**src/rtl/consumer_sched.sv**
```systemverilog
// -----------------------------------------------------------------------------
// consumer_sched
//
// Test-traffic sink for a 64-bit valid/ready stream. A single start pulse
// latches a consumption mode, pace gap and word limit. The block then drains
// words until the limit is reached or the run is aborted. It keeps a count of
// consumed words and, optionally, a running checksum.
//
// Optional feature macro: CONSUMER_CHECKSUM_EN
//   When defined, each consumed word adds rxData_in[63:32] + rxData_in[31:0]
//   to checksum_out (mod 2^32). When undefined, checksum_out is tied to 0 and
//   no adder is built.
//
// Ports:
//   sysClk_in     in   1          clock, rising edge
//   sysRstN_in    in   1          asynchronous active-low reset
//   mode_in       in   2          0 DISABLED, 1 GOBBLE, 2 PACED, 3 as DISABLED
//   pace_in       in   8          PACED gap: one word per pace_in+1 cycles
//   limit_in      in   CNT_WIDTH  words per run, 0 = unlimited
//   start_in      in   1          run request (ignored while running)
//   abort_in      in   1          return to IDLE next cycle, beats start_in
//   rxData_in     in   64         stream data
//   rxValid_in    in   1          stream valid
//   rxReady_out   out  1          stream ready (combinational from state)
//   busy_out      out  1          run in progress
//   done_out      out  1          limit reached
//   count_out     out  CNT_WIDTH  words consumed this run
//   checksum_out  out  32         running checksum of consumed words
// -----------------------------------------------------------------------------
module consumer_sched #(
    parameter int CNT_WIDTH = 32
) (
    input  logic                 sysClk_in,
    input  logic                 sysRstN_in,
    input  logic [1:0]           mode_in,
    input  logic [7:0]           pace_in,
    input  logic [CNT_WIDTH-1:0] limit_in,
    input  logic                 start_in,
    input  logic                 abort_in,
    input  logic [63:0]          rxData_in,
    input  logic                 rxValid_in,
    output logic                 rxReady_out,
    output logic                 busy_out,
    output logic                 done_out,
    output logic [CNT_WIDTH-1:0] count_out,
    output logic [31:0]          checksum_out
);

    typedef enum logic [1:0] {
        ST_IDLE = 2'd0,
        ST_RUN  = 2'd1,
        ST_DONE = 2'd2
    } state_e;

    localparam logic [1:0] MODE_GOBBLE = 2'd1;
    localparam logic [1:0] MODE_PACED  = 2'd2;

    state_e               state_q, state_d;
    logic [1:0]           mode_q, mode_d;
    logic [7:0]           pace_q, pace_d;
    logic [CNT_WIDTH-1:0] limit_q, limit_d;
    logic [7:0]           pace_cnt_q, pace_cnt_d;
    logic [CNT_WIDTH-1:0] count_q, count_d;
    logic [CNT_WIDTH-1:0] count_inc;
    logic                 rx_ready;
    logic                 xfer;
    logic                 launch;
    logic                 limit_hit;

    // A new run can only begin outside RUN, and abort always wins over start.
    assign launch    = start_in & ~abort_in & (state_q != ST_RUN);
    assign xfer      = rxValid_in & rx_ready;
    assign count_inc = count_q + CNT_WIDTH'(1);
    // The transfer that makes the count equal the limit is the last one.
    // Leaving RUN on the following edge drops ready, so there is no overshoot.
    assign limit_hit = xfer & (limit_q != '0) & (count_inc == limit_q);

    // State register
    always_ff @(posedge sysClk_in or negedge sysRstN_in) begin
        if (!sysRstN_in) begin
            state_q <= ST_IDLE;
        end else begin
            state_q <= state_d;
        end
    end

    // Next-state logic
    always_comb begin
        state_d = state_q;
        case (state_q)
            ST_IDLE: begin
                if (launch) state_d = ST_RUN;
            end
            ST_RUN: begin
                if (abort_in)       state_d = ST_IDLE;
                else if (limit_hit) state_d = ST_DONE;
            end
            ST_DONE: begin
                if (abort_in)    state_d = ST_IDLE;
                else if (launch) state_d = ST_RUN;
            end
            default: state_d = ST_IDLE;
        endcase
    end

    // Output logic. Ready depends only on registered state, never on the
    // stream inputs, so no combinational loop forms through the valid/ready
    // handshake.
    always_comb begin
        rx_ready = 1'b0;
        busy_out = (state_q == ST_RUN);
        done_out = (state_q == ST_DONE);
        if (state_q == ST_RUN) begin
            case (mode_q)
                MODE_GOBBLE: rx_ready = 1'b1;
                MODE_PACED:  rx_ready = (pace_cnt_q == 8'd0);
                default:     rx_ready = 1'b0;
            endcase
        end
    end

    assign rxReady_out = rx_ready;

    // Configuration and counters. Launch and transfer are mutually exclusive
    // because transfers only happen in RUN and launch never does. In PACED
    // mode the pace counter reloads on every transfer. It then counts down
    // and parks at 0 until the next transfer. A pace of 0 therefore
    // behaves exactly like GOBBLE.
    always_comb begin
        mode_d     = mode_q;
        pace_d     = pace_q;
        limit_d    = limit_q;
        pace_cnt_d = pace_cnt_q;
        count_d    = count_q;
        if (launch) begin
            mode_d     = mode_in;
            pace_d     = pace_in;
            limit_d    = limit_in;
            pace_cnt_d = 8'd0;
            count_d    = '0;
        end else if (xfer) begin
            count_d    = count_inc;
            pace_cnt_d = pace_q;
        end else if ((state_q == ST_RUN) && (pace_cnt_q != 8'd0)) begin
            pace_cnt_d = pace_cnt_q - 8'd1;
        end
    end

    always_ff @(posedge sysClk_in or negedge sysRstN_in) begin
        if (!sysRstN_in) begin
            mode_q     <= 2'd0;
            pace_q     <= 8'd0;
            limit_q    <= '0;
            pace_cnt_q <= 8'd0;
            count_q    <= '0;
        end else begin
            mode_q     <= mode_d;
            pace_q     <= pace_d;
            limit_q    <= limit_d;
            pace_cnt_q <= pace_cnt_d;
            count_q    <= count_d;
        end
    end

    assign count_out = count_q;

`ifdef CONSUMER_CHECKSUM_EN
    logic [31:0] checksum_q, checksum_d;

    // Both halves of each consumed word are folded into a 32-bit sum.
    always_comb begin
        checksum_d = checksum_q;
        if (launch) begin
            checksum_d = 32'd0;
        end else if (xfer) begin
            checksum_d = checksum_q + rxData_in[63:32] + rxData_in[31:0];
        end
    end

    always_ff @(posedge sysClk_in or negedge sysRstN_in) begin
        if (!sysRstN_in) begin
            checksum_q <= 32'd0;
        end else begin
            checksum_q <= checksum_d;
        end
    end

    assign checksum_out = checksum_q;
`else
    // The data bus has no consumer in this build. The reduction keeps it
    // visibly terminated, and synthesis removes it because nothing loads it.
    logic data_unused;
    assign data_unused  = ^rxData_in;
    assign checksum_out = 32'd0;
`endif

endmodule

```
**config.mk**
```make
export PLATFORM = sky130hd
export DESIGN_NAME = consumer_sched
export DESIGN_NICKNAME = d
export VERILOG_FILES = /design/src/rtl/consumer_sched.sv
export SDC_FILE = /design/constraint.sdc
export NUM_CORES = 1
export LEC_CHECK = 0
export BUFFER_PORTS_ARGS = -buffer_cell sky130_fd_sc_hd__clkbuf_2
export CORE_MARGIN = 2
export CORE_UTILIZATION = 55
export DETAILED_ROUTE_END_ITERATION = 16
export PLACE_DENSITY_LB_ADDON = 0.12
export SYNTH_ARGS = -nofsm -noshare
export SYNTH_HDL_FRONTEND = slang
export SYNTH_SLANG_ARGS = --single-unit
```
**constraint.sdc**
```tcl
create_clock -name sysClk_in -period 6.3 [get_ports sysClk_in]
set_input_delay 0.63 -clock sysClk_in [delete_from_list [all_inputs] [get_ports sysClk_in]]
set_output_delay 0.63 -clock sysClk_in [all_outputs]
set_load 0.005 [all_outputs]
```
# After elaboration in Yosys (flattened, before gate mapping)
# Cells that the tools add are included.
# word_totals
reg_bits	84
latchBits	0
mem_bits_rw	0
mem_bits_ro	0
in_bits	111
out_inout_bits	67
wordCells	40
mem_count	0
# op_classes
add_sub_neg	2
n_mul	0
div_mod_pow	0
order_cmp	0
eq_ne	7
shift	0
n_mux	12
n_bitwise	6
reduce_logical	7
# op_table
op	count
$mux 32	2
$add 32x1->32 const B	1
$eq 32x32->1	1
$reduce_bool 32->1	1
$mux 8	3
$logic_not 8->1	1
$mux 2	4
$reduce_bool 8->1	1
$sub 8x1->8 const B	1
$pmux 2 s3	1
$and 1x1->1	5
$eq 2x1->1 const B	2
$eq 2x2->1 const B	2
$ne 3x2->1 const B	1
$reduce_bool 3->1	1
$logic_not 2->1	1
$ne 2x1->1 const B	1
$pmux 1 s2	1
$reduce_bool 2->1	1
$logic_and 1x1->1	1
$mux 1	1
$not 1->1	1

# Longest topological paths before layout
# Gate-level depths: netlist of run 1.
# depth
depth_word	9
ltp_mapped	9
depth_no_buf	8

# Least setup slack after synthesis of run 1
# Ideal clock, no wire load.
# synth_timing
path_kind	flip-flop to flip-flop
start	reg pace_cnt_q[5]
end	reg state_q[1]
t_arrival_ns	2.385
required_ns	6.235
path_slack_ns	3.850
stages_incl_launch_ff	9
path_buffers	1
cell_sequence	dfrtp_1 nor4_4 a41oi_1 or4b_1 buf_2 a311o_1 nand4b_4 nor4_2 o21ba_1
# synth_via
elab_chain_len	7
# synth_rtl
item	line_no	source
from (decl)	62	logic [7:0] pace_cnt_q, pace_cnt_d;
from (signal assigned)	160	pace_cnt_q <= pace_cnt_d;
$logic_not 8->1	116	MODE_PACED: rx_ready = (pace_cnt_q == 8'd0);
$pmux 1 s2	114	case (mode_q)
$mux 1	113	if (state_q == ST_RUN) begin
$and 1x1->1	72	assign xfer = rxValid_in & rx_ready;
$and 1x1->1 (2 in series)	76	assign limit_hit = xfer & (limit_q != '0) & (count_inc == limit_q);
$ne 3x2->1 (no line)	--	
to (signal assigned)	83	state_q <= state_d;
to (decl)	58	state_e state_q, state_d;
# No other way between the ends.
# A chain may end at the register's enable or synchronous reset.

# Final worst setup path of run 1
# layout_timing
start	reg count_q[8], in the netlist count_out[8]
end	reg state_q[1]
# layout_via
elab_chain_len	4
# layout_rtl
item	line_no	source
from (decl)	63	logic [CNT_WIDTH-1:0] count_q, count_d;
from (signal assigned)	161	count_q <= count_d;
$add 32x1->32	73	assign count_inc = count_q + CNT_WIDTH'(1);
$eq 32x32->1	76	
$and 1x1->1	76	
$ne 3x2->1 (no line)	--	
# No other way between the ends.

==> metrics.md, run 1 <==
| Metric | Value |
|---|---|
| Async S/R FF share, synth | `100.0%` |
| Vias in the first global route | `slightly below 4000` |
| Post-detail-place hpwl | `8487 um` |
| Synth Area in Simple Gates | `a little under a fifth` |
| Clk sink count | `84` |
| Yosys top cell area share | `between 40% and 50%` |
| Cells after Synth | `546` |
| DP Worst Slack | `~3300 ps` |
| Fin nets | `718` |
| Routed length per instance | `16.40 um` |
| Root Driver | `clkbuf_8` |
| Post-synthesis mux area share | `slightly above 9%` |
| Die H | `101.1 um` |
| Post-synth EDFFs | `0` |
| Worst path required time | `about 6600 ps` |
| Final setup vio count | `0` |
| Area delta synth->final | `9.532%` |
| Final wirelength | `around 12000 um` |
| Setup Total Neg Slack | `0 ps` |
| Hold_buf cts | `0` |
| Final hold violation count | `0` |
| Global route overflow | `0` |
| Cells resized by post-CTS repair | `0` |
| Synth top area cells | `dfrtp_1, mux2_2, xnor2_1` |
| Reg-to-Reg Start | `count_out[8]` |
| Crit share post-route | `around 49%` |
| Slew headroom | `between 30% and 40%` |
| Top Ports | `roughly 180` |
| Main synth FF type | `dfrtp_1` |
| FP Rows | `35` |
| R2R setup slack | `3190 ps` |
| Die area | `roughly 10000 um^2` |
| Post-layout util | `61.76%` |
| Final setup skew | `between 10 and 15 ps` |
| PortBufs | `81` |
| Most common cell after layout, fill and taps aside | `dfrtp_1` |
| Max Cap Viol | `0` |
| Compound-Gate Fraction of Synth Area | `a little over an eighth` |
| Die Wd | `just over 100 um` |
| FMAX | `between 300 and 400 MHz` |
| Number of DRC markers in iteration 0 | `roughly 310` |
| Worst-path fanout max | `9` |
| Seq cells post-synth | `84` |
| Clk buf depth | `2` |
| Final worst slack | `approximately 3200 ps` |
| P per Cell Area | `between 200 and 300 nW/um^2` |
| Mean post-synth cell area | `9.496 um^2` |
| Via count | `roughly 4300` |
| Via density | `between 5 and 6` |
| RSZ-0062 raised after global routing | `false` |
| Layout cells sized above 1 | `23.89%` |
| Status | `finished, final reports clean` |
| Most frequent cells in the layout | `dfrtp_1, clkbuf_2, o21ai_0` |
| Reg2reg path depth | `7` |
| Initial Utilization | `between 50% and 60%` |
| Routability cong. | `a little under 0.9` |
| Min cycle time layout | `3106 ps` |
| Static leakage | `between 2 and 2.5 nW` |
| Setup bufs post-CTS | `0` |
| Largest net degree at the start of global routing | `85` |
| Worst EP arrival | `3390 ps` |
| Post-Synth XOR/XNOR Area | `just under 9%` |
| Crit path kind | `flop to flop` |
| CTS clock-pin slew for the worst setup and hold paths | `90 ps` |
| Hold crit path type | `input port to async pin` |
| First-pass GRT wire length | `between 15000 and 20000 um` |
| Routed Antenna Nets | `0` |
| Main combinational cell family by area after synthesis | `simple AND/OR/NAND/NOR gates` |
| Synth cell types | `53` |
| Core outline area | `roughly 9200 um^2` |
| Htree depth | `3` |
| CTS tree | `yes` |
| DRC Markers | `0` |
| Tot GR Track Use | `24.04%` |
| Adder-cell share of the synthesized area | `1.207%` |
| Worst-Margin Slew | `slightly above 1000 ps` |
| Clock latency on the worst-skew pair | `350 ps` |
| Max-slew violations | `0` |
| Register area share after synthesis | `between 40 and 50%` |
| Cts bufs inserted | `9` |
| Post-synthesis instance area | `slightly above 5000 um^2` |
| R2R Path End | `state_q[1]` |
| Initial antenna violation count | `0` |
| Synth Warn # | `0` |
| Area leader, netlist | `dfrtp_1` |
| Initial DRT Pass Iterations | `7` |
| Diode count | `0` |
| Setup crit start kind | `flop` |
| CP Capture Type | `flop` |
| Worst VDD drop | `about 0.15 mV` |
[flip-flops by register name, summed over array words and instances, names as in the netlist]
signal and count:
count_out 32, limit_q 32, mode_q 2, pace_cnt_q 8, pace_q 8, state_q 2
[metrics by stage]
step | hold WS, ps | cell area (um^2) | total power, W | instances
after floorplan | 334.4 | 5301 | 0.0009727 | 577
after detailed placement | 475.1 | 5480 | 0.001053 | 702
after global placement | 462.6 | 5480 | 0.001036 | 702
after CTS | 482.8 | 5679 | 0.001442 | 718
after global routing | 483.8 | 5679 | 0.001519 | 718
final | 466.6 | 5679 | 0.001426 | 718
[per-layer routing]
metal	part of all wire, %	GRT usage [%]	up-vias
li1	-	-	2044
met1	48	36.38	2018
met2	44	34.59	185
met3	6.4	3.606	29
met4	2.2	9.356	0
met5	0	0	-
[area by class of cell]
class                           instances  area [um^2]
Tap cell                              111        138.9
Clock inverter                          6        71.32
Clock buffer                           10        127.6
Fill cell                             832         3517
Timing Repair Buffer                   84        430.4
Inverter                                7        26.28
Multi-Input combinational cell        416         2783
Sequential cell                        84         2102
[cell usage after synthesis, types with 7 or more instances]
| master | count |
|---|---|
| o21ai_0 | 45 |
| a31oi_1 | 7 |
| mux2_2 | 40 |
| buf_4 | 33 |
| nor4_1 | 19 |
| o31ai_1 | 19 |
| nor2_1 | 34 |
| nand2_1 | 38 |
| dfrtp_1 | 84 |
| nand4_1 | 18 |
| a21oi_1 | 11 |
| xor2_1 | 14 |
| xnor2_1 | 39 |
| nand3_1 | 14 |
| inv_1 | 7 |
| clkbuf_1 | 25 |
| and2_1 | 7 |
| nor3_1 | 10 |
| buf_2 | 7 |
[kinds of logic after synthesis]
logic type / Yosys count
flops: 84
fa+ha+maj: 5
simple gates: 173
mux: 42
other cells: 1
xor+xnor: 53
compound gates: 111
buf+inv: 77
[how the worst max path moves through the flow]
stage             startpoint  slack, ps  depth (start not counted)         end
2_1_floorplan  pace_cnt_q[5]       3850                          8  state_q[1]
3_3_place_gp    count_out[8]       3320                          7  state_q[1]
3_5_place_dp    count_out[8]       3250                          7  state_q[1]
4_1_cts         count_out[8]       3220                          7  state_q[1]
5_1_grt         count_out[8]       2910                          7  state_q[1]
6_report        count_out[8]       3190                          7  state_q[1]
[worst max-delay path: stages, from the launching register on]
cell and delay (ps):
dfrtp_1 540, nand3_1 340, nor4_2 860, o2111ai_1 210, a22oi_1 330, nand4b_4 140
nor4_2 430, o21ba_1 200
[power by group]
group	total, W	internal [W]	switching, W
Combinational	0.000324	0.000174	0.000150
Clock	0.000385	0.000187	0.000198
Sequential	0.000717	0.000623	0.0000941
Power figures use the tool's default switching activity.
==> inputs of run 2 (changes only) <==
ABC_AREA = 1   (was default)
CORE_UTILIZATION = 47   (was 55)
clock period = 2.6 ns   (was 6.3 ns; I/O delays follow)
==> metrics.md, run 2 <==
| Metric | Value |
|---|---|
| Status | `finished, final reports clean (unchanged)` |
| FP Rows | `39 (was 35)` |
| Initial antenna violation count | `0 (unchanged)` |
| Final setup vio count | `0 (unchanged)` |
| Core outline area | `11320 um^2 (was 9196 um^2)` |
| Via density | `5.132 (was 5.955)` |
| Layout cells sized above 1 | `19.18% (was 23.89%)` |
| Hold path depth | `2` |
| Initial DRT Pass Iterations | `5 (was 7)` |
| Post-detail-place hpwl | `10660 um (was 8487 um)` |
| Crit share post-route | `89.58% (was 49.30%)` |
| Cells after Synth | `737 (was 546)` |
| Vias in the first global route | `4919 (was 3928)` |
| Routability cong. | `0.9465 (was 0.8942)` |
| Post-synthesis instance area | `5384 um^2 (was 5185 um^2)` |
| Die Wd | `111.0 um (was 101.1 um)` |
| Crit-path cells | `ha_1 -> nand2_2 -> nor2_4 -> nand2_4 -> nor2_2 -> nand2_1 -> nand2_1 -> nand2_1 -> nand2_1 -> nand2_1 -> nor2_1 -> nand2_1 -> nor2_1 -> nand3_2 -> nand2_1 -> nand2_1 (was nand3_1 -> nor4_2 -> o2111ai_1 -> a22oi_1 -> nand4b_4 -> nor4_2 -> o21ba_1)` |
| Worst path required time | `2850 ps (was 6580 ps)` |
| Min cycle time layout | `2329 ps (was 3106 ps)` |
| CP Capture Type | `flop (unchanged)` |
| Fin cells | `972 (was 718)` |
| Hold crit path type | `input port to flop (was input port to async pin)` |
| Reg2reg path depth | `16 (was 7)` |
| Global route overflow | `0 (unchanged)` |
| DRC Markers | `0 (unchanged)` |
| CTS clock-pin slew for the worst setup and hold paths | `70 ps (was 90 ps)` |
| Diode count | `0 (unchanged)` |
| Root Driver | `clkbuf_16 (was clkbuf_8)` |
| Clk buf depth | `2 (unchanged)` |
| Final wirelength | `14080 um (was 11780 um)` |
| Tot GR Track Use | `23.80% (was 24.04%)` |
| PortBufs | `81 (unchanged)` |
| Synth cell types | `33 (was 53)` |
| Post-synth EDFFs | `0 (unchanged)` |
| Final setup skew | `9.540 ps (was 11.73 ps)` |
| DP Cell Count | `955 (was 702)` |
| Worst EP arrival | `2580 ps (was 3390 ps)` |
| Routed length per instance | `14.48 um (was 16.40 um)` |
| Setup Total Neg Slack | `0 ps (unchanged)` |
| First-pass GRT wire length | `23470 um (was 19430 um)` |
| Worst-path fanout max | `6 (was 9)` |
| Largest net degree at the start of global routing | `51 (was 85)` |
| Die area | `12330 um^2 (was 10220 um^2)` |
| Seq cells post-synth | `84 (unchanged)` |
| Worst VDD drop | `0.6611 mV (was 0.1536 mV)` |
| Yosys top cell area share | `39.04% (was 40.54%)` |
| Max-slew violations | `0 (unchanged)` |
| Most common cell after layout, fill and taps aside | `nand2_1 (was dfrtp_1)` |
| Commonest cells post-synth | `nand2_1, nor2_1, dfrtp_1, inv_1, nand3_1 (was dfrtp_1, o21ai_0, mux2_2, xnor2_1, nand2_1)` |
| Number of DRC markers in iteration 0 | `367 (was 311)` |
| Htree depth | `3 (unchanged)` |
| Most frequent cells in the layout | `nand2_1, nor2_1, dfrtp_1 (was dfrtp_1, clkbuf_2, o21ai_0)` |
| Cts bufs inserted | `9 (unchanged)` |
| Clk sink count | `84 (unchanged)` |
| Fin nets | `940 (was 718)` |
| Initial Utilization | `47.56% (was 56.38%)` |
| Setup crit start kind | `flop (unchanged)` |
| Routed Antenna Nets | `0 (unchanged)` |
| CP peak stage delay | `400 ps (was 860 ps)` |
| Setup bufs post-CTS | `0 (unchanged)` |
| RSZ-0062 raised after global routing | `false (unchanged)` |
| CTS tree | `yes (unchanged)` |
| Area leader, netlist | `dfrtp_1 (unchanged)` |
| Post-layout util | `54.71% (was 61.76%)` |
| FMAX | `429.3 MHz (was 322.0 MHz)` |
| Layout fillers | `1113 (was 832)` |
| Hold_buf cts | `1 (was 0)` |
| Total power | `0.003943 W (was 0.001426 W)` |
| Cells resized by post-CTS repair | `0 (unchanged)` |
| Most common cell in the netlist | `nand2_1 (was dfrtp_1)` |
| Synth top area cells | `dfrtp_1, nand2_1, nor2_1 (was dfrtp_1, mux2_2, xnor2_1)` |
| Top Ports | `178 (unchanged)` |
| Via count | `4988 (was 4276)` |
| Main synth FF type | `dfrtp_1 (unchanged)` |
| Synth Warn # | `0 (unchanged)` |
| Static leakage | `2.991 nW (was 2.417 nW)` |
| Register area share after synthesis | `39.04% (was 40.54%)` |
| Top cell by count, worst path | `nand2_1 (was nor4_2)` |
| Area delta synth->final | `15.04% (was 9.532%)` |
| Final hold violation count | `0 (unchanged)` |
| Critical Path Slowest Stage Cell | `dfrtp_1 (was nor4_2)` |
| Max Cap Viol | `0 (unchanged)` |
| Mean post-synth cell area | `7.305 um^2 (was 9.496 um^2)` |
| Clock latency on the worst-skew pair | `360 ps (was 350 ps)` |
| Async S/R FF share, synth | `100.0% (unchanged)` |
| P per Cell Area | `636.6 nW/um^2 (was 251.1 nW/um^2)` |
| Crit path kind | `flop to flop (unchanged)` |
| Die H | `111.0 um (was 101.1 um)` |
run 2: cell type report:
type	count	area [um^2]	share of cell area, %
inverters	76	285.3	4.606
clock buffers	9	225.2	3.636
multi-input cells	563	2824	45.60
clock inverters	7	75.07	1.212
repair buffers	90	503.0	8.121
flip-flops and latches	84	2102	33.94
well taps	143	178.9	2.889
run 2: critical path: cells and delay by family (launching register included):
family,cells,cell delay (ps)
adder cells (fa/ha/maj),1,220
AND/OR/NAND/NOR,15,1570
flip-flops,1,400
run 2: routing by layer:
metal / vias up / share of wire, % / track usage [%] / routed length (um)
met5: - / 0 / 0 / 0
met4: 0 / 2.6 / 8.560 / 369
met3: 29 / 5.7 / 5.413 / 799
met2: 158 / 48 / 39.39 / 6695
met1: 2331 / 44 / 30.77 / 6212
li1: 2470 / - / - / -
run 2: worst paths after layout:
kind | start | to | slack [ps]
min | limit_in[25] | limit_q[25] | 130
max | count_out[1] | state_q[0] | 270
min in group asynchronous | sysRstN_in | count_out[28] | 410
max in group asynchronous | sysRstN_in | pace_cnt_q[4] | 1550
max reg2reg | count_out[1] | state_q[0] | 270
min reg2reg | pace_q[0] | pace_q[0] | 470
run 2: cells by family after synthesis:
logic type | synth area share [%]
XOR/XNOR | 2.533
AO/OA/AOI/OAI | 6.600
adder cells (fa/ha/maj) | 1.162
flip-flops | 39.04
buffers and inverters | 10.71
other | 0.06965
multiplexers | 6.159
AND/OR/NAND/NOR | 33.72
run 2: report_power, final:
group	leakage [nW]	internal (W)	switching (W)
clock	0.144	0.000751	0.000578
combinational	1.79	0.000414	0.000521
sequential	1.06	0.00151	0.000164
total	2.99	0.00268	0.00126
run 2: through the flow:
step           cell area (um^2)  hold WS (ps)  setup WS [ps]
5_1_grt                    6193         134.8          51.96
4_1_cts                    6193         130.7          290.6
2_1_floorplan              5500        -35.59          661.2
3_5_place_dp               5883         250.6          305.1
6_report                   6193         133.0          270.9
3_3_place_gp               5883         247.6          352.5
